--- config.mk ---
export PLATFORM = sky130hd
export DESIGN_NAME = pipelined_cla_adder_flat
export DESIGN_NICKNAME = d
export VERILOG_FILES = /design/src/rtl/pipelined_cla_adder_if.sv /design/src/rtl/pipelined_cla_adder.sv /design/src/flat_wrapper.sv
export SDC_FILE = /design/constraint.sdc
export NUM_CORES = 1
export LEC_CHECK = 0
export BUFFER_PORTS_ARGS = -buffer_cell sky130_fd_sc_hd__buf_2
export CAP_MARGIN = 20
export CORE_MARGIN = 8
export CORE_UTILIZATION = 60
export DETAILED_ROUTE_END_ITERATION = 16
export MAX_ROUTING_LAYER = met4
export PLACE_DENSITY = 0.83
export RECOVER_POWER = 100
export SYNTH_ARGS = -nofsm -noshare
export SYNTH_HDL_FRONTEND = slang
export SYNTH_SLANG_ARGS = --single-unit
--- constraint.sdc ---
create_clock -name i_clk -period 5.15 [get_ports i_clk]
set_input_delay 0.2575 -clock i_clk [delete_from_list [all_inputs] [get_ports i_clk]]
set_output_delay 0.2575 -clock i_clk [all_outputs]
set_load 0.01 [all_outputs]
--- src/rtl/pipelined_cla_adder_if.sv ---
// Operand/result handshake bundle for pipelined_cla_adder.
// master drives operands and result-ready; slave (the adder) drives results and input-ready.
interface pipelined_cla_adder_if #(
  parameter int unsigned WIDTH = 16
);
  logic [WIDTH-1:0] i_add1;
  logic [WIDTH-1:0] i_add2;
  logic             i_carry;
  logic             i_sub;
  logic             i_valid;
  logic             o_ready;
  logic [WIDTH-1:0] o_result;
  logic             o_carry;
  logic             o_overflow;
  logic             o_valid;
  logic             i_ready;

  modport master (
    output i_add1, i_add2, i_carry, i_sub, i_valid, i_ready,
    input  o_ready, o_result, o_carry, o_overflow, o_valid
  );

  modport slave (
    input  i_add1, i_add2, i_carry, i_sub, i_valid, i_ready,
    output o_ready, o_result, o_carry, o_overflow, o_valid
  );
endinterface

--- src/rtl/pipelined_cla_adder.sv ---
// Pipelined add/subtract: one 4-bit carry-lookahead group per stage.
// Unprocessed operand bits ride along in skew registers, finished sum bits in deskew
// registers, so each transaction leaves fully aligned after WIDTH/4 cycles.
module pipelined_cla_adder #(
  parameter int unsigned WIDTH = 16
) (
  input logic                  i_clk,
  input logic                  i_rst_n,
  pipelined_cla_adder_if.slave bus
);
  localparam int STAGES = int'(WIDTH / 4);

  logic             en;
  logic [WIDTH-1:0] b_eff;
  logic             cin_eff;

  // Whole pipe advances unless a finished result is blocked; subtract is A + ~B + 1.
  always_comb begin
    en      = bus.i_ready | ~bus.o_valid;
    b_eff   = bus.i_sub ? ~bus.i_add2 : bus.i_add2;
    cin_eff = bus.i_sub | bus.i_carry;
  end

  assign bus.o_ready = en;

  // Four-bit lookahead group; every carry is a flat function of g/p and ci. Returns {cout, sum}.
  function automatic logic [4:0] cla4(input logic [3:0] a, input logic [3:0] b, input logic ci);
    logic [3:0] g;
    logic [3:0] p;
    logic [3:0] c;
    logic       co;
    g    = a & b;
    p    = a ^ b;
    c[0] = ci;
    c[1] = g[0] | (p[0] & ci);
    c[2] = g[1] | (p[1] & g[0]) | (p[1] & p[0] & ci);
    c[3] = g[2] | (p[2] & g[1]) | (p[2] & p[1] & g[0]) | (p[2] & p[1] & p[0] & ci);
    co   = g[3] | (p[3] & g[2]) | (p[3] & p[2] & g[1]) | (p[3] & p[2] & p[1] & g[0])
         | (p[3] & p[2] & p[1] & p[0] & ci);
    return {co, p ^ c};
  endfunction

  for (genvar k = 0; k < STAGES; k++) begin : g_stage
    // Operand bits still to be processed from this stage upward.
    logic [WIDTH-1:4*k] a_in;
    logic [WIDTH-1:4*k] b_in;
    logic               cin;
    logic               v_in;
    logic [4:0]         grp;
    logic [4*k+3:0]     res_d;
    logic [4*k+3:0]     res_q;
    logic               valid_q;
    logic               carry_q;

    if (k == 0) begin : g_head
      assign a_in  = bus.i_add1;
      assign b_in  = b_eff;
      assign cin   = cin_eff;
      assign v_in  = bus.i_valid;
      assign res_d = grp[3:0];
    end else begin : g_body
      assign a_in  = g_stage[k-1].g_skew.a_q;
      assign b_in  = g_stage[k-1].g_skew.b_q;
      assign cin   = g_stage[k-1].carry_q;
      assign v_in  = g_stage[k-1].valid_q;
      assign res_d = {grp[3:0], g_stage[k-1].res_q};
    end

    assign grp = cla4(a_in[4*k+3:4*k], b_in[4*k+3:4*k], cin);

    // Capture this group's sum and carry-out, appending to the finished low bits.
    always_ff @(posedge i_clk or negedge i_rst_n) begin
      if (!i_rst_n) begin
        valid_q <= 1'b0;
        carry_q <= 1'b0;
        res_q   <= '0;
      end else if (en) begin
        valid_q <= v_in;
        carry_q <= grp[4];
        res_q   <= res_d;
      end
    end

    if (k < STAGES - 1) begin : g_skew
      logic [WIDTH-1:4*k+4] a_q;
      logic [WIDTH-1:4*k+4] b_q;

      // Forward the not-yet-added operand bits alongside the transaction.
      always_ff @(posedge i_clk or negedge i_rst_n) begin
        if (!i_rst_n) begin
          a_q <= '0;
          b_q <= '0;
        end else if (en) begin
          a_q <= a_in[WIDTH-1:4*k+4];
          b_q <= b_in[WIDTH-1:4*k+4];
        end
      end
    end else begin : g_tail
      logic ovf_q;

      // Carry into the MSB is recovered as a ^ b ^ sum at bit 3 of the top group.
      always_ff @(posedge i_clk or negedge i_rst_n) begin
        if (!i_rst_n) begin
          ovf_q <= 1'b0;
        end else if (en) begin
          ovf_q <= grp[4] ^ a_in[WIDTH-1] ^ b_in[WIDTH-1] ^ grp[3];
        end
      end

      assign bus.o_valid    = valid_q;
      assign bus.o_result   = res_q;
      assign bus.o_carry    = carry_q;
      assign bus.o_overflow = ovf_q;
    end
  end
endmodule

--- src/flat_wrapper.sv ---
// flat-port wrapper written by rule: the top's interface ports become plain ports
module pipelined_cla_adder_flat 
#(
  parameter int unsigned WIDTH = 16
)
  (i_clk, i_rst_n, bus_i_add1, bus_i_add2, bus_i_carry, bus_i_sub, bus_i_valid, bus_i_ready, bus_o_ready, bus_o_result, bus_o_carry, bus_o_overflow, bus_o_valid);
  pipelined_cla_adder_if #(.WIDTH(WIDTH)) bus_i ();
  input logic i_clk;
  input logic i_rst_n;
  input wire logic [$bits(bus_i.i_add1)-1:0] bus_i_add1;
  input wire logic [$bits(bus_i.i_add2)-1:0] bus_i_add2;
  input wire logic [$bits(bus_i.i_carry)-1:0] bus_i_carry;
  input wire logic [$bits(bus_i.i_sub)-1:0] bus_i_sub;
  input wire logic [$bits(bus_i.i_valid)-1:0] bus_i_valid;
  input wire logic [$bits(bus_i.i_ready)-1:0] bus_i_ready;
  output wire logic [$bits(bus_i.o_ready)-1:0] bus_o_ready;
  output wire logic [$bits(bus_i.o_result)-1:0] bus_o_result;
  output wire logic [$bits(bus_i.o_carry)-1:0] bus_o_carry;
  output wire logic [$bits(bus_i.o_overflow)-1:0] bus_o_overflow;
  output wire logic [$bits(bus_i.o_valid)-1:0] bus_o_valid;
  assign bus_i.i_add1 = bus_i_add1;
  assign bus_i.i_add2 = bus_i_add2;
  assign bus_i.i_carry = bus_i_carry;
  assign bus_i.i_sub = bus_i_sub;
  assign bus_i.i_valid = bus_i_valid;
  assign bus_i.i_ready = bus_i_ready;
  assign bus_o_ready = bus_i.o_ready;
  assign bus_o_result = bus_i.o_result;
  assign bus_o_carry = bus_i.o_carry;
  assign bus_o_overflow = bus_i.o_overflow;
  assign bus_o_valid = bus_i.o_valid;
  pipelined_cla_adder #(.WIDTH(WIDTH)) u_core (.i_clk(i_clk), .i_rst_n(i_rst_n), .bus(bus_i));
endmodule
==> metrics.cfg, run 1 <==
[logic_synthesis]
synth_top_area_cell = dfrtp_1
synth_top_area_share_pct = 56.4
yosys_warnings = 0
netlist_area_um2 = 4310
synthCells = 460
yosysSeqAreaShare_pct = 56.4
synth_area_leaders = dfrtp_1 (56%), nand2_1 (17%), ha_1 (4.6%), xnor2_1 (3.3%), o21ai_0 (2.8%)
ys_seq_elements = 97
postSynthAreaPerCell_um2 = 9.36
synth_fp_nets = 518
synth.distinct_cells = 33

[drt]
wirelength_um = 8230
drc = 0
viasPerCell = 5.04
wl_per_cell_um = 13.4
drtIter0Drc = 151
vias = 3091
firstDrtPassIters = 4
ant_nets = 0

[final_layout]
final_nets = 567
area_delta_synth_final_pct = 11.7
n_antenna_cell = 0
drive_above_1_share_pct = 11.1
multi_input_area_um2 = 1710
instances_no_fill = 613
final-seq-area_um2 = 2430
fill_cells = 578

[clock_network]
clk_latency_ps = 370
clkSlewWorstSetupHoldPaths_ps = 90
cts_tree = built
postCtsSetupRepairBufs = 0
cts_sinks = 97
ctsLongestPathBuffers = 2
cts_buffers = 9
htreeDepth = 3
cts_root_buf = clkbuf_8

[floorplanning]
fp.dieW_um = 101
die_h_um = 101
io_pins = 58
rows = 31
die-area_um2 = 10100
start_util_pct = 60.7
core-area_um2 = 7100

[placed_design]
place.port_buffers = 57
hpwl_um = 5580
place_congestion = 0.760
dp.cells = 596

[critical_path]
path_class = in -> async
critPathRequiredTime_ps = 5460
worstReg2RegStart = u_core.bus.o_valid
crit_arrival_ps = 3760
crit_path_start = i_rst_n
endpoint_kind = async pin
startpoint_type = primary input
cp_max_fo = 50

[global_routing]
grt_pass1_wl_um = 14500
grt_overflow = 0
grt_max_degree = 102
grt_pass1_vias = 3239
antenna_found_initial = 0
grtUsageTotal_pct = 18.4

[pwr]
total_power_mw = 2.87
peakVddDrop_uv = 232
power.density_nw_per_um2 = 596
p_leak_nw = 2.45

[sta]
slew_violations = 51
tightest_slew_ps = 2580
fin_crit_sh_pct = 67.1
clock_skew_ps = 11.4
timing.slew.headroom_pct = -71.9
rsz0062_at_grt = false
final.min_clock_period_ps = 3450
hold_viol = 0
setup_violations = 0
setup_tns_ps = 0
holdWs_ps = 81.9
max_freq_mhz = 290

[run_status]
violations = capacitance limit, slew limit
status = complete, but fails checks

[min_path]
hp-start = bus_i_add1[5]
holdCritPathClass = in -> reg

[flow_run]
cap_violations = 1

## flip-flops by register name, summed over array words and instances, names as in the netlist
register                   count
u_core.g_stage.carry_q         3
u_core.bus.o_result           16
u_core.g_stage.g_skew.a_q     24
u_core.g_stage.valid_q         3
u_core.bus.o_overflow          1
u_core.g_stage.res_q          24
u_core.bus.o_carry             1
u_core.g_stage.g_skew.b_q     24
u_core.bus.o_valid             1
## Yosys cell counts
cell	instances
nand2_1	199
dfrtp_1	97
o21ai_0	24
ha_1	16
xnor2_1	16
a21oi_1	15
inv_1	14
nor2_1	13
buf_2	12
xor2_1	11
clkbuf_1	9
a211oi_1	4
fa_1	4
a21o_1	3
o21bai_1	3
nor3_1	2
o21a_1	2
a21boi_2	1
a221oi_1	1
buf_1	1
buf_6	1
inv_2	1
mux2_2	1
nand2b_1	1
nand3_1	1
nand4_1	1
nor2b_1	1
nor4_1	1
o211ai_1	1
o21ai_2	1
o31a_1	1
o31ai_1	1
o31ai_2	1
## per-stage QoR
stage	utilization [%]	worst slack (ps)	cell area, um^2
floorplan	-	3240	4310
global placement	65.4	2570	4640
detailed placement	65.4	2520	4640
CTS	68.4	2130	4850
global route	67.8	930	4810
finish	67.8	1700	4810
## layout by cell type (no fill, tap or decap), types with 2 or more instances in the layout
cell,n
fa_1,4
o21a_1,2
a211oi_1,4
buf_2,35
o21bai_1,3
o21ai_0,25
clkinv_2,3
xnor2_1,16
clkbuf_8,11
nor2_1,13
clkbuf_1,22
buf_4,2
nor3_1,2
a21oi_1,15
nand2_1,199
xor2_1,11
a21o_1,3
inv_1,15
dfrtp_1,97
ha_1,16
## final timing paths
path                            slack, ps                         endpoint  depth (start not counted)
min in group asynchronous            1230        u_core.g_stage[0].valid_q                          2
worst min-delay path                   80  u_core.g_stage[0].g_skew.a_q[5]                          3
max in group i_clk                   1800                      bus_o_ready                          5
worst min register to register        470           u_core.bus.o_result[4]                          2
worst max register to register       2240       u_core.g_stage[1].res_q[5]                          6
worst max-delay path                 1700           u_core.bus.o_result[1]                          3
## power by group
part           switching [mW]  total (mW)  internal [mW]  leakage, nW
registers               0.196        1.30           1.10         1.16
logic                   0.640        1.06          0.421         1.18
clock network           0.257       0.507          0.249        0.109
## per-layer routing
metal / vias to the layer above / global-route usage [%] / share of wire, % / wire length [um]
met5: - / - / 0 / 0
met4: 0 / 8.84 / 2.1 / 176
met3: 15 / 2.56 / 3.2 / 263
met2: 54 / 28.8 / 48 / 3950
met1: 1469 / 23.1 / 47 / 3840
li1: 1553 / - / - / -
## layout make-up
| cell class | count | share of cell area, % |
|---|---|---|
| clock buffers | 11 | 3.15 |
| well taps | 99 | 2.57 |
| repair buffers | 61 | 5.98 |
| flip-flops and latches | 97 | 50.5 |
| clock inverters | 5 | 1.12 |
| multi-input cells | 325 | 35.6 |
| inverters | 15 | 1.17 |
## worst max-delay path: stages
cell,delay (ps)
dlygate4sd3_1,520
clkbuf_1,1820
clkbuf_2,1140
## cell families after synthesis
kind of cell,count (synthesis),share of synthesized area (%)
DFF,97,56.4
and+or+nand+nor,219,19.4
muxes,1,0.261
adders and majority gates,20,6.51
AOI/OAI and AO/OA,58,8.13
xor gates and xnor gates,27,5.49
buffers and inverters,38,3.83
## timing repair
item                      4_1_cts  5_1_grt
hold buffers                    1        0
hold endpoints to repair       49        0
resized for setup               0        0
Note: power is estimated with default switching activity, not from simulation.
==> run 2, diff against run 1 <==
Settings changed: ABC_AREA from default to 1, CORE_UTILIZATION 60 to 52, PLACE_DENSITY 0.83 to 0.76.
Clock period 5.15 ns to 3.1 ns, I/O delays scaled along.
==> run 2 against run 1 <==
Net effect: the run now ends clean; global-route usage is 1.8 points lower; wire length rose by 3.4%; count of clock-buffer cells in the layout grew 1; hold slack got worse by 78 ps; sequential power rose by 64%; core utilization shrank 7.5 points; first-iteration DRC count rose by 19%; critical path depth grew 2; via count grew 7.4%; cell area up 3.5%; final cell count rose by 8.8%; largest power group unchanged.
==> metrics.cfg, run 2 <==
[run_status]
status = completed

[critical_path]
crit_arrival_ps = 2040
path_buf_inv = 4
cp_common_cell = inv_1
max_stage_delay_ps = 610
path_class = reg -> out
slowest_stage = inv_1
cp_max_fo = 28
startpoint_type = register
path_cells = inv_1 > nor2_1 > inv_1 > buf_4 > clkbuf_1
critPathTopFamily = buffers and inverters
endpoint_kind = output port
critPathRequiredTime_ps = 2940

[global_routing]
grtUsageTotal_pct = 16.5
grt_pass1_wl_um = 15200
grt_max_degree = 109
grt_pass1_vias = 3407
antenna_found_initial = 0
grt_overflow = 0

[pwr]
peakVddDrop_uv = 505
p_leak_nw = 2.57
power.density_nw_per_um2 = 950

[clock_network]
cts_buffers = 9
cts_tree = built
clk_latency_ps = 360
ctsLongestPathBuffers = 2
clkSlewWorstSetupHoldPaths_ps = 90
cts_sinks = 97
cts_root_buf = clkbuf_8
htreeDepth = 3
postCtsSetupRepairBufs = 0

[floorplanning]
fp.dieW_um = 108
core-area_um2 = 8260
die-area_um2 = 11700
start_util_pct = 53.7
io_pins = 58
rows = 33
die_h_um = 108

[logic_synthesis]
synthSimpleGateAreaFrac_pct = 20.1
synth_compound_area_share_pct = 7.70
synth_top_area_cell = dfrtp_1
synth_top_family_by_area = simple AND/OR/NAND/NOR gates
synth-adder-area-share_pct = 6.32
netlist_area_um2 = 4430
synth.most_common_cell = nand2_1
synth_top_area_share_pct = 54.7
synth_fp_nets = 560
synth_top_flop_cell = dfrtp_1
synth_common_cells = nand2_1 (195), dfrtp_1 (97), inv_1 (45)
synthArstFlopShare_pct = 100
synthCells = 502
yosysSeqAreaShare_pct = 54.7
synth.distinct_cells = 25
postSynthAreaPerCell_um2 = 8.83
synthXorXnorAreaFrac_pct = 4.15
yosys_warnings = 0
synth_area_leaders = dfrtp_1 (55%), nand2_1 (17%), ha_1 (4.5%), o21ai_1 (4.4%), inv_1 (3.8%)
synthMuxAreaShare_pct = 0
ys_seq_elements = 97
synth_edf_count = 0

[drt]
vias = 3320
drtIter0Drc = 180
ant_nets = 0
wirelength_um = 8510
drc = 0
firstDrtPassIters = 4
wl_per_cell_um = 12.8
viasPerCell = 4.98

[sta]
final.min_clock_period_ps = 2200
clock_skew_ps = 8.35
setup_violations = 0
slew_violations = 0
max_freq_mhz = 455
rsz0062_at_grt = false
setup_tns_ps = 0
tightest_slew_ps = 1300
timing.slew.headroom_pct = 13.0
fin_crit_sh_pct = 70.9
hold_viol = 0

[final_layout]
area_delta_synth_final_pct = 12.3
final_cell_mix = nand2_1 (195), dfrtp_1 (97), o21ai_0 (54), inv_1 (46), buf_2 (36)
final_nets = 617
layout_commonest_cell = nand2_1
reg.largest.list = u_core.g_stage.g_skew.a_q: 24 flops, u_core.g_stage.g_skew.b_q: 24 flops, u_core.g_stage.res_q: 24 flops
drive_above_1_share_pct = 9.96
fin_area_um2 = 4980
n_antenna_cell = 0
postLayoutCoreUtil_pct = 60.3

[placed_design]
placed_area_um2 = 4760
place_congestion = 0.820
hpwl_um = 5870
place.port_buffers = 57

[flow_run]
cap_violations = 0

[min_path]
holdCritPathClass = in -> reg

==> run 2: cell types whose count changed after synthesis, sizes merged, moves of 4 or more <==
cell    before  now
clkbuf       9    5
o21ai       25   57
a21oi       15    6
nand2      199  195
xor2        11    7
a211oi       4    0
nand3        1   12
inv         15   46
nor2        13   17
==> run 2: layout make-up <==
type,instances,area (um^2)
Inverter,46,173
Fill cell,730,3280
Tap cell,105,131
Sequential cell,97,2430
Multi-Input combinational cell,337,1690
Timing Repair Buffer,68,354
Clock buffer,12,165
Clock inverter,2,37.5
==> run 2: path summary, 6_finish.rpt <==
kind / startpoint / end / slack (ps) / depth (start not counted)
setup / recovery: u_core.bus.o_valid / bus_o_ready / 900 / 5
hold / removal: bus_i_add1[13] / u_core.g_stage[0].g_skew.a_q[13] / 3 / 3
setup reg to reg: u_core.bus.o_valid / u_core.bus.o_result[14] / 1010 / 6
hold reg to reg: u_core.g_stage[2].res_q[1] / u_core.bus.o_result[1] / 470 / 2
max in group asynchronous: i_rst_n / u_core.bus.o_overflow / 1180 / 3
min in group asynchronous: i_rst_n / u_core.bus.o_valid / 320 / 2
==> run 2: what timing repair did <==
action,in CTS,in global routing
hold buffers,6,0
endpoints found under the hold margin,46,0
resized for setup,0,0
==> run 2: cell families after synthesis <==
family	after synthesis
XOR/XNOR	21
adder cells (fa/ha/maj)	20
flip-flops	97
AO/OA/AOI/OAI	67
AND/OR/NAND/NOR	229
buffers and inverters	68
==> run 2: stage by stage <==
stage	hold slack [ps]	setup slack (ps)	instances	power, mW
after floorplan	-141	1530	502	3.50
after global placement	168	1410	647	3.89
after detailed placement	175	1350	647	4.00
after CTS	1.00	1140	667	4.86
after global routing	13.8	714	667	5.22
final	3.50	902	667	4.73
==> run 2: power by group <==
part | total [mW] | switching [mW] | internal [mW]
sequential | 2.13 | 0.303 | 1.83
combinational | 1.76 | 1.11 | 0.652
clock | 0.836 | 0.406 | 0.430
total | 4.73 | 1.82 | 2.91
==> run 2: worst min-delay path: stages <==
cell     delay [ps]
buf_2            70
nand2_1          40
o21ai_0          60
==> run 2: routing by layer <==
metal	GRT usage (%)	share of wire [%]	up-vias	wire length (um)
li1	-	-	1671	-
met1	20.9	47	1562	3980
met2	26.2	48	67	4060
met3	2.14	3.2	20	272
met4	7.43	2.2	0	190
met5	-	0	-	0
